File: src/rtl/register_file_sb.sv
// Register file with two async read ports, one sync write port, an optional PC-mapped top register and a per-register busy scoreboard.
// Optional same-cycle write-to-read bypass is enabled by defining RF_BYPASS_EN.
module register_file_sb #(
    parameter int DATA_W    = 8,
    parameter int ADDR_W    = 3,
    parameter int PC_MAPPED = 1
) (
    input  logic                     clk,
    input  logic                     reset,
    input  logic [ADDR_W-1:0]        a1,
    input  logic [ADDR_W-1:0]        a2,
    input  logic [ADDR_W-1:0]        a3,
    input  logic [DATA_W-1:0]        wd3,
    input  logic                     wen,
    input  logic [DATA_W-1:0]        r7,
    input  logic                     lock_req,
    input  logic [ADDR_W-1:0]        lock_addr,
    output logic [DATA_W-1:0]        rd1,
    output logic [DATA_W-1:0]        rd2,
    output logic                     busy1,
    output logic                     busy2,
    output logic [(1<<ADDR_W)-1:0]   busy_vec
);

    localparam int                DEPTH   = 1 << ADDR_W;
    localparam logic [ADDR_W-1:0] PC_ADDR = ADDR_W'(DEPTH - 1);

    logic [DATA_W-1:0] mem [DEPTH];
    logic [DEPTH-1:0]  busy_q;
    logic [DEPTH-1:0]  busy_d;
    logic              wr_ok;
    logic              lk_ok;

    function automatic logic is_pc(input logic [ADDR_W-1:0] a);
        return (PC_MAPPED != 0) && (a == PC_ADDR);
    endfunction

    assign wr_ok = wen && !is_pc(a3);
    assign lk_ok = lock_req && !is_pc(lock_addr);

    // Lock is applied after the write-clear so a same-address collision leaves the register reserved.
    always_comb begin
        busy_d = busy_q;
        if (wr_ok) busy_d[a3] = 1'b0;
        if (lk_ok) busy_d[lock_addr] = 1'b1;
        if (PC_MAPPED != 0) busy_d[DEPTH-1] = 1'b0;
    end

    always_ff @(posedge clk or negedge reset) begin
        if (!reset) begin
            for (int i = 0; i < DEPTH; i++) mem[i] <= '0;
            busy_q <= '0;
        end else begin
            if (wr_ok) mem[a3] <= wd3;
            busy_q <= busy_d;
        end
    end

    assign busy_vec = busy_q;

    always_comb begin
        rd1   = is_pc(a1) ? r7 : mem[a1];
        rd2   = is_pc(a2) ? r7 : mem[a2];
        busy1 = busy_q[a1];
        busy2 = busy_q[a2];
`ifdef RF_BYPASS_EN
        // Forward the in-flight writeback so a consumer need not wait for the edge.
        if (wr_ok && (a3 == a1)) begin
            rd1   = wd3;
            busy1 = 1'b0;
        end
        if (wr_ok && (a3 == a2)) begin
            rd2   = wd3;
            busy2 = 1'b0;
        end
`endif
    end

endmodule

File: config.mk
export PLATFORM = sky130hd
export DESIGN_NAME = register_file_sb
export DESIGN_NICKNAME = d
export VERILOG_FILES = /design/src/rtl/register_file_sb.sv
export SDC_FILE = /design/constraint.sdc
export NUM_CORES = 1
export LEC_CHECK = 0
export BUFFER_PORTS_ARGS = -buffer_cell sky130_fd_sc_hd__buf_4
export CORE_UTILIZATION = 50
export CTS_BUF_LIST = sky130_fd_sc_hd__clkbuf_2
export DETAILED_ROUTE_END_ITERATION = 16
export PLACE_DENSITY_LB_ADDON = 0.1
export SYNTH_ARGS = -nofsm -noshare
export SYNTH_HDL_FRONTEND = slang
export SYNTH_SLANG_ARGS = --single-unit
File: constraint.sdc
create_clock -name clk -period 1.85 [get_ports clk]
set_input_delay 0.2775 -clock clk [delete_from_list [all_inputs] [get_ports clk]]
set_output_delay 0.2775 -clock clk [all_outputs]
set_load 0.005 [all_outputs]
==> out/results.tsv, run 1 <==
metric	value	unit
status	finished with violations	
failing checks	negative setup slack	
first-pass GRT wire length	12500	microns
cell area after layout	4400	sq um
drc violations	0	
final WL	7730	microns
most frequent cells in the layout	dfrtp_1 (63), mux2_2 (56), buf_4 (54), mux4_2 (32)	
RR Startpoint	busy_vec[4]	
area of the multi-input gates	1960	sq um
CP Launch Type	flip-flop	
Max VDD drop	542	uV
Worst Setup SP	mem[18]	
per-cell routed wire length	19.2	microns
Final ANT Viol Nets	0	
Clock Latency Late Sink	0.47	ns
routability congestion estimate from global placement	0.714	
Via Count	2297	
Synth Instances	229	
Final WS setup	-0.205	ns
Sequential Area	1580	sq um
io pins	58	
row cnt	30	
CP max FO	3	
max-cap viol count	0	
worst setup path end	rd1[2]	
post-synthesis sequential area ratio	44.6	%
Worst EP arrival	1.78	ns
DRT iter0 DRCs	93	
die footprint	7410	sq um
synthesis-stage register bit count	63	
CP Class	flip-flop to primary output	
grt ovf	0	
DP Worst Slack	-0.0108	ns
commonest non-fill, non-tap cell in the layout	dfrtp_1	
overall power	3910	uW
htree depth	3	
DP Wirelength	5090	microns
Finish-stage setup viols	16	
Initial Util	52.0	%
hold violation total from the final report	0	
fmax	487	MHz
CTS clock-pin slew for the worst setup and hold paths	0.18	ns
share of layout cells above drive strength 1	64.2	%
clock skew	0	ns
Post-Syn Nets	261	
# fillers	517	
RSZ-0062 raised after global routing	yes	
Max Slew Vio Count	0	
vias per cell	5.70	
Power Dens Cells	888	nW/um^2
CP required	1.57	ns
IO buf count	56	
DP Area	4100	sq um
Synth Cell Area	3530	sq um
final worst path period need	2.05	ns
ANT cells	0	
GRT Total Usage	23.3	%
CTS tree	done	
vias in the first global route	2384	
clk sinks	63	
Die Width	86.1	microns
CORE AREA	6790	sq um
deepest clock path buffer count	2	
R2R cell count	4	
Hold Crit Class	input port to flip-flop	
largest net degree at the start of global routing	34	
post-synthesis cell type count	22	
Root Buffer	clkbuf_2	
Worst setup EP type	primary output	
reg2reg setup slack	0.50	ns
Final #Nets	334	
Leakage	0.00193	uW
P&R area growth vs syn	24.4	%
reg-to-reg endpoint	busy_vec[4]	
Die H	86.1	microns
crit share post-route	111	%
Avg Cell Area, Syn	15.4	sq um
initial antenna violation count	0	
TritonCTS Buffers	9	
Initial DRT Pass Iterations	4	
YS warnings	0	
cells by family after synthesis:
family	synth area share, %
muxes	45.0
DFF	44.6
and+or+nand+nor	5.77
buffers and inverters	2.20
AOI/OAI and AO/OA	2.27
other	0.106
registers in the layout (all words and copies together) (netlist names):
register  flops
busy_vec      7
mem          56
synthesized netlist by cell type (all sizes together):
cell / instances / area [sq um]
o2bb2ai: 2 / 17.5
clkbuf: 4 / 15.0
buf: 9 / 47.6
nor3b: 2 / 37.5
nand4b: 3 / 26.3
mux2: 72 / 811
nand2b: 4 / 32.5
conb: 1 / 3.75
nor2b: 6 / 37.5
mux2i: 6 / 60.1
a221oi: 2 / 17.5
dfrtp: 63 / 1580
mux4: 32 / 721
o32ai: 2 / 17.5
nor2: 2 / 7.51
inv: 4 / 15.0
nor3: 2 / 32.5
o22ai: 2 / 12.5
nand2: 8 / 30.0
o21ai: 3 / 15.0
power by group:
part,switching (uW),internal [uW]
combinational,426,941
clock,472,175
sequential,217,1670
total,1110,2790
what timing repair did:
item,CTS,global route
hold buffers,4,0
endpoints found under the setup margin,17,18
cloned,0,0
resized for setup,32,4
buffers inserted,4,1
endpoints found under the hold margin,32,0
pin swaps,0,1
critical path: stages, from the launching register on:
cell and delay [ns]:
dfrtp_1 0.44, mux4_2 0.47, mux2_4 0.29, buf_6 0.12
worst min path at each step:
| stage | startpoint | to | depth (start not counted) |
|---|---|---|---|
| 6_report | wd3[3] | mem[19] | 2 |
| 5_1_grt | wd3[4] | mem[20] | 2 |
| 4_1_cts | wd3[7] | mem[63] | 2 |
| 3_5_place_dp | reset | busy_vec[2] | 1 |
| 3_3_place_gp | reset | busy_vec[6] | 1 |
| 2_1_floorplan | reset | busy_vec[0] | 0 |
through the flow:
stage                     hold WS, ns  util (%)  cells  setup TNS, ns
after detailed placement        0.242      60.3    378        -0.0292
after global placement          0.244      60.3    378        -0.0129
after CTS                      0.0303      64.3    402          -3.80
after floorplan               -0.0181         -    229              0
after global routing           0.0241      64.7    403          -4.60
final                          0.0761      64.7    403          -2.94
layout make-up:
type                            instances  area share, %
Inverter                                4          0.341
Timing Repair Buffer                   75           14.7
Multi-Input combinational cell        149           44.6
Tap cell                               96           2.73
Clock buffer                           11           1.25
Sequential cell                        63           35.9
Clock inverter                          5          0.569
layer usage:
layer | share of wire, % | up-vias | global-route usage, %
met3 | 3.2 | 12 | 4.04
met1 | 47 | 1189 | 32.0
met2 | 49 | 54 | 37.2
met4 | 1.3 | 0 | 9.85
met5 | 0 | - | 0
li1 | - | 1042 | -
No activity file was read; power rests on OpenSTA's default activity.
==> run 2, diff against run 1 <==
CORE_UTILIZATION = 40   (was 50)
==> run 2 against run 1 <==
The flow still finishes with violations (negative setup slack). Die area grew 24%. Routed wire length grew 4.2%. Sequential share of layout area grew 0.36 points. Sequential cell count is the same. Cell count grew 0.99%. Critical path depth is the same. Count of clock-buffer cells in the layout shrank 1. Fmax grew 1.4%. Sequential power is essentially flat. Critical endpoint is now rd1[0]. Largest cell class unchanged. Highest routed layer unchanged.
==> out/results.tsv, run 2 (synthesized netlist as in run 1, its figures left out) <==
metric	value	unit	change
Worst EP arrival	1.75	ns	-0.03 ns
Initial DRT Pass Iterations	4		unchanged
ANT cells	0		unchanged
Initial Util	42.2	%	-9.9 points
clk sinks	63		unchanged
Fin Setup TNS	-2.50	ns	+0.444 ns
status	finished with violations		
hold violation total from the final report	0		unchanged
GRT Total Usage	19.7	%	-3.7 points
die footprint	9210	sq um	+24%
Max VDD drop	395	uV	-27%
overall power	3800	uW	-2.6%
most frequent cells in the layout	dfrtp_1 (63), mux2_2 (57), buf_4 (54), mux4_2 (32)		
CTS tree	done		
CP required	1.57	ns	about the same
stages on the worst setup path	3		unchanged
io pins	58		unchanged
share of layout cells above drive strength 1	63.6	%	-0.59 points
Hold Crit Class	input port to flip-flop		
vias per cell	5.50		-3.6%
critical-path cell list	mux4_2 > mux2_4 > buf_6		
CORE AREA	8380	sq um	+23%
Clock Latency Late Sink	0.44	ns	-0.03 ns
max reg flops	56		unchanged
final WL	8060	microns	+4.2%
CP Buf/Inv Count	1		unchanged
vias in the first global route	2370		-0.59%
routability congestion estimate from global placement	0.700		-1.9%
cell family with most CP delay	multiplexers		
Finish-stage setup viols	16		unchanged
htree depth	3		unchanged
drc violations	0		unchanged
initial antenna violation count	0		unchanged
IO buf count	56		unchanged
CP Class	flip-flop to primary output		
Root Buffer	clkbuf_2		
TritonCTS Buffers	9		unchanged
Power Dens Cells	874	nW/um^2	-1.6%
first-pass GRT wire length	12800	microns	+2.8%
grt ovf	0		unchanged
commonest non-fill, non-tap cell in the layout	dfrtp_1		
final worst path period need	2.03	ns	-0.0282 ns
Leakage	0.00190	uW	-1.4%
Final #Nets	332		-0.60%
deepest clock path buffer count	2		unchanged
Via Count	2237		-2.6%
Worst path max stage delay	0.47	ns	about the same
Die H	96.0	microns	+12%
Max Slew Vio Count	0		unchanged
row cnt	33		+10%
Final ANT Viol Nets	0		unchanged
cell area after layout	4350	sq um	-1.0%
DP Area	4130	sq um	+0.64%
max-cap viol count	0		unchanged
per-cell routed wire length	19.8	microns	+3.2%
RSZ-0062 raised after global routing	yes		
CP max FO	3		unchanged
P&R area growth vs syn	23.2	%	
CP Launch Type	flip-flop		
R2R cell count	2		-2
CTS clock-pin slew for the worst setup and hold paths	0.16	ns	-0.02 ns
crit share post-route	110	%	-1.5 points
Die Width	96.0	microns	+12%
DP Worst Slack	-0.0352	ns	-0.0244 ns
Final WS setup	-0.177	ns	+0.0282 ns
clock skew	0	ns	unchanged
failing checks	negative setup slack		
fmax	493	MHz	+1.4%
Reg with most FFs	mem		
hold path depth	2		unchanged
largest net degree at the start of global routing	37		+8.8%
Worst setup EP type	primary output		
Max stage delay cell, worst path	mux4_2		
DP Wirelength	5290	microns	+3.9%
DRT iter0 DRCs	100		+7.5%
==> run 2: repair_timing <==
| action | 4_1_cts | 5_1_grt |
|---|---|---|
| setup endpoints to repair | 16 | 18 |
| buffers inserted | 0 | 2 |
| hold endpoints to repair | 29 | 1 |
| gates resized for setup | 30 | 1 |
| hold buffers | 2 | 1 |
==> run 2: metal layers <==
metal | track usage (%) | part of all wire (%) | vias up
met1 | 28.2 | 46 | 1149
met2 | 30.6 | 49 | 53
li1 | - | - | 1028
met4 | 6.72 | 0.87 | 0
met3 | 3.08 | 4.2 | 7
met5 | 0 | 0 | -
==> run 2: metrics by stage <==
step                hold slack, ns  instances  utilization (%)
finish                       0.102        407             51.9
global route                0.0369        407             51.9
CTS                       0.000632        404             51.6
detailed placement           0.225        389             49.2
global placement             0.231        389             49.2
floorplan                  -0.0181        229                -
==> run 2: path summary, 6_finish.rpt <==
path / start / to / slack (ns)
min reg2reg: busy_vec[3] / busy_vec[3] / 0.54
min: wd3[4] / mem[12] / 0.10
max reg2reg: mem[18] / mem[18] / 0.96
min in group asynchronous: reset / busy_vec[2] / 0.28
max: mem[16] / rd1[0] / -0.18
max in group asynchronous: reset / mem[15] / 1.02
==> run 2: area by class of cell <==
type	count	area (sq um)
Fill cell	735	4030
Multi-Input combinational cell	149	1940
Sequential cell	63	1580
Timing Repair Buffer	73	624
Tap cell	105	131
Clock buffer	10	50.0
Inverter	4	15.0
Clock inverter	3	13.8
==> run 2: where the power goes <==
part / switching (uW) / internal [uW] / total [uW]
clock network: 443 / 153 / 596
logic: 411 / 910 / 1320
registers: 212 / 1670 / 1890
==> run 3, diff against run 2 <==
ABC_AREA = 1   (was unset)
==> run 3 against run 2 <==
The run now ends clean. Count of clock-buffer cells in the layout is the same. Global-route usage grew 5.9 points. Routed wire length grew 45%. Clock power grew 12%. Design area shrank 0.69%. Sequential power is essentially flat. Cell count grew 72%. Power shrank 5.7%. Sequential cell count is the same. Die area grew 5.1%. Setup slack gained 0.29 ns. Critical endpoint is now busy2. Largest cell class unchanged. Largest power group unchanged.
==> out/results.tsv, run 3 <==
metric	value	unit	change
status	completed		
CTS tree	done		
Seq pwr share	51.9	%	+2.3 points
Via Count	3730		+67%
DP Wirelength	7830	microns	+48%
max reg flops	56		unchanged
Switching Share	36.4	%	+8.4 points
final worst path period need	1.74	ns	-0.289 ns
CP Class	flip-flop to primary output		
clk sinks	63		unchanged
Initial DRT Pass Iterations	7		+3
# fillers	920		+25%
Post-synth EDFFs	0		unchanged
CORE AREA	8850	sq um	+5.6%
Root Buffer	clkbuf_2		
RSZ-0062 raised after global routing	yes		
top cells by area, synth	dfrtp_1 (42%), nand2_1 (23%), nand3_1 (15%)		
Synth Cell Area	3720	sq um	+5.2%
Final #Nets	619		+86%
Post-Syn Nets	565		+120%
Synth Instances	533		+130%
largest net degree at the start of global routing	37		unchanged
Leakage	0.00221	uW	+16%
vias in the first global route	3442		+45%
TritonCTS Buffers	9		unchanged
deepest clock path buffer count	2		unchanged
Worst setup EP type	primary output		
Die Width	98.4	microns	+2.5%
CP required	1.57	ns	about the same
Synth top cells by count	nand2_1 (230), nand3_1 (108), dfrtp_1 (63)		
FFs w/ async S/R, synth	100	%	unchanged
clock power share	18.6	%	+2.9 points
P&R area growth vs syn	16.3	%	
Synth Flop Type	dfrtp_1		
row cnt	34		+3.0%
hold violation total from the final report	0		unchanged
P_int	2280	uW	-17%
routability congestion estimate from global placement	0.838		+20%
commonest non-fill, non-tap cell in the layout	nand2_1		
max-cap viol count	0		unchanged
Yosys top cell area share	42.4	%	-2.2 points
CP max FO	3		unchanged
Final ANT Viol Nets	0		unchanged
most frequent cells in the layout	nand2_1 (230), nand3_1 (107), buf_4 (68), dfrtp_1 (63), o21ai_1 (30)		
DRT iter0 DRCs	227		+130%
Initial Util	42.0	%	-0.16 points
Power Dens Cells	830	nW/um^2	-5.0%
first-pass GRT wire length	18700	microns	+46%
crit share post-route	93.9	%	-16 points
ANT cells	0		unchanged
vias per cell	5.34		-2.9%
fin util	48.9	%	-3.1 points
final WL	11700	microns	+45%
GRT Total Usage	25.6	%	+5.9 points
area of the multi-input gates	1840	sq um	-5.1%
CTS clock-pin slew for the worst setup and hold paths	0.17	ns	about the same
Worst EP arrival	1.46	ns	-0.29 ns
post-synthesis sequential area ratio	42.4	%	-2.2 points
Clock Latency Late Sink	0.50	ns	+0.06 ns
io pins	58		unchanged
Reg with most FFs	mem		
Hold Crit Class	input port to flip-flop		
switching power	1310	uW	+23%
htree depth	3		unchanged
Max VDD drop	562	uV	+42%
Avg Cell Area, Syn	6.97	sq um	-55%
YS warnings	0		unchanged
cell with the most instances after synthesis	nand2_1		
drc violations	0		unchanged
share of layout cells above drive strength 1	19.1	%	-44 points
Gate power share	29.6	%	-5.1 points
grt ovf	0		unchanged
clock skew	0	ns	unchanged
die footprint	9680	sq um	+5.1%
overall power	3590	uW	-5.7%
IO buf count	56		unchanged
Sequential Area	1580	sq um	unchanged
per-cell routed wire length	16.7	microns	-16%
post-synthesis cell type count	18		-18%
CP Launch Type	flip-flop		
Max Slew Vio Count	0		unchanged
initial antenna violation count	0		unchanged
fmax	576	MHz	+17%
synthesis-stage register bit count	63		unchanged
Finish-stage setup viols	0		-16
Synth area leader	dfrtp_1		
Die H	98.4	microns	+2.5%
[run 3: cell count changes after synthesis, moves of 7 or more]
| cell | delta |
|---|---|
| buf_2 | +8 |
| buf_4 | +7 |
| inv_1 | +17 |
| mux2_2 | -72 |
| mux4_2 | -32 |
| nand2_1 | +222 |
| nand3_1 | +108 |
| o21ai_0 | +20 |
| o21ai_1 | +30 |
| o21ai_2 | +10 |
[run 3: cells by family after synthesis]
logic type,after synthesis,share of synthesized area [%]
compound gates,63,9.49
buf+inv,57,8.11
flops,63,42.4
other cells,1,0.101
simple gates,349,39.9
[run 3: timing repair]
action / CTS / global route
hold buffers: 2 / 0
setup endpoints to repair: 0 / 2
resized for setup: 0 / 3
buffers inserted: 0 / 5
endpoints found under the hold margin: 32 / 0
[run 3: cell type report]
| class | count | share of cell area [%] |
|---|---|---|
| Clock inverter | 5 | 0.608 |
| Clock buffer | 10 | 1.16 |
| Tap cell | 108 | 3.13 |
| Timing Repair Buffer | 73 | 13.7 |
| Inverter | 27 | 2.34 |
| Multi-Input combinational cell | 413 | 42.6 |
| Sequential cell | 63 | 36.5 |
[run 3: per-stage QoR]
step	instance area [sq um]	setup WS (ns)	setup TNS, ns	hold WS, ns	std cells
2_1_floorplan	3720	0.641	0	-0.0181	533
3_3_place_gp	4180	0.317	0	0.246	677
3_5_place_dp	4180	0.322	0	0.241	677
4_1_cts	4280	0.0668	0	0.0380	694
5_1_grt	4320	-0.0370	-0.0370	0.00456	699
6_report	4320	0.112	0	0.0582	699
[run 3: critical path, stage by stage (launching register included)]
cell and delay [ns]:
dfrtp_1 0.46, inv_2 0.07, nand2_1 0.04, nand3_1 0.08
nand2_1 0.07, nand2_1 0.06, nand2_1 0.06, buf_4 0.13
[run 3: layer usage]
| layer | vias up | track usage, % | share of wire (%) |
|---|---|---|---|
| met3 | 15 | 4.87 | 4.5 |
| met5 | - | 0 | 0 |
| met4 | 0 | 7.12 | 1.4 |
| li1 | 1840 | - | - |
| met1 | 1751 | 35.7 | 47 |
| met2 | 124 | 40.6 | 48 |
[run 3: final timing paths]
path / startpoint / endpoint / slack [ns] / depth (start not counted)
max: busy_vec[1] / busy2 / 0.11 / 7
min: lock_addr[1] / busy_vec[6] / 0.06 / 3
max reg2reg: busy_vec[3] / busy_vec[3] / 1.01 / 3
min reg2reg: mem[17] / mem[17] / 0.54 / 2
max in group asynchronous: reset / busy_vec[4] / 1.09 / 3
min in group asynchronous: reset / mem[42] / 0.21 / 2
[run 3: power by group through the flow]
stage | Combinational [uW] | Clock [uW] | Sequential (uW)
2_1_floorplan | 648 | 0 | 1820
3_3_place_gp | 999 | 0 | 1890
3_5_place_dp | 1020 | 0 | 1890
4_1_cts | 1030 | 681 | 1870
5_1_grt | 1210 | 741 | 1900
6_report | 1060 | 666 | 1860
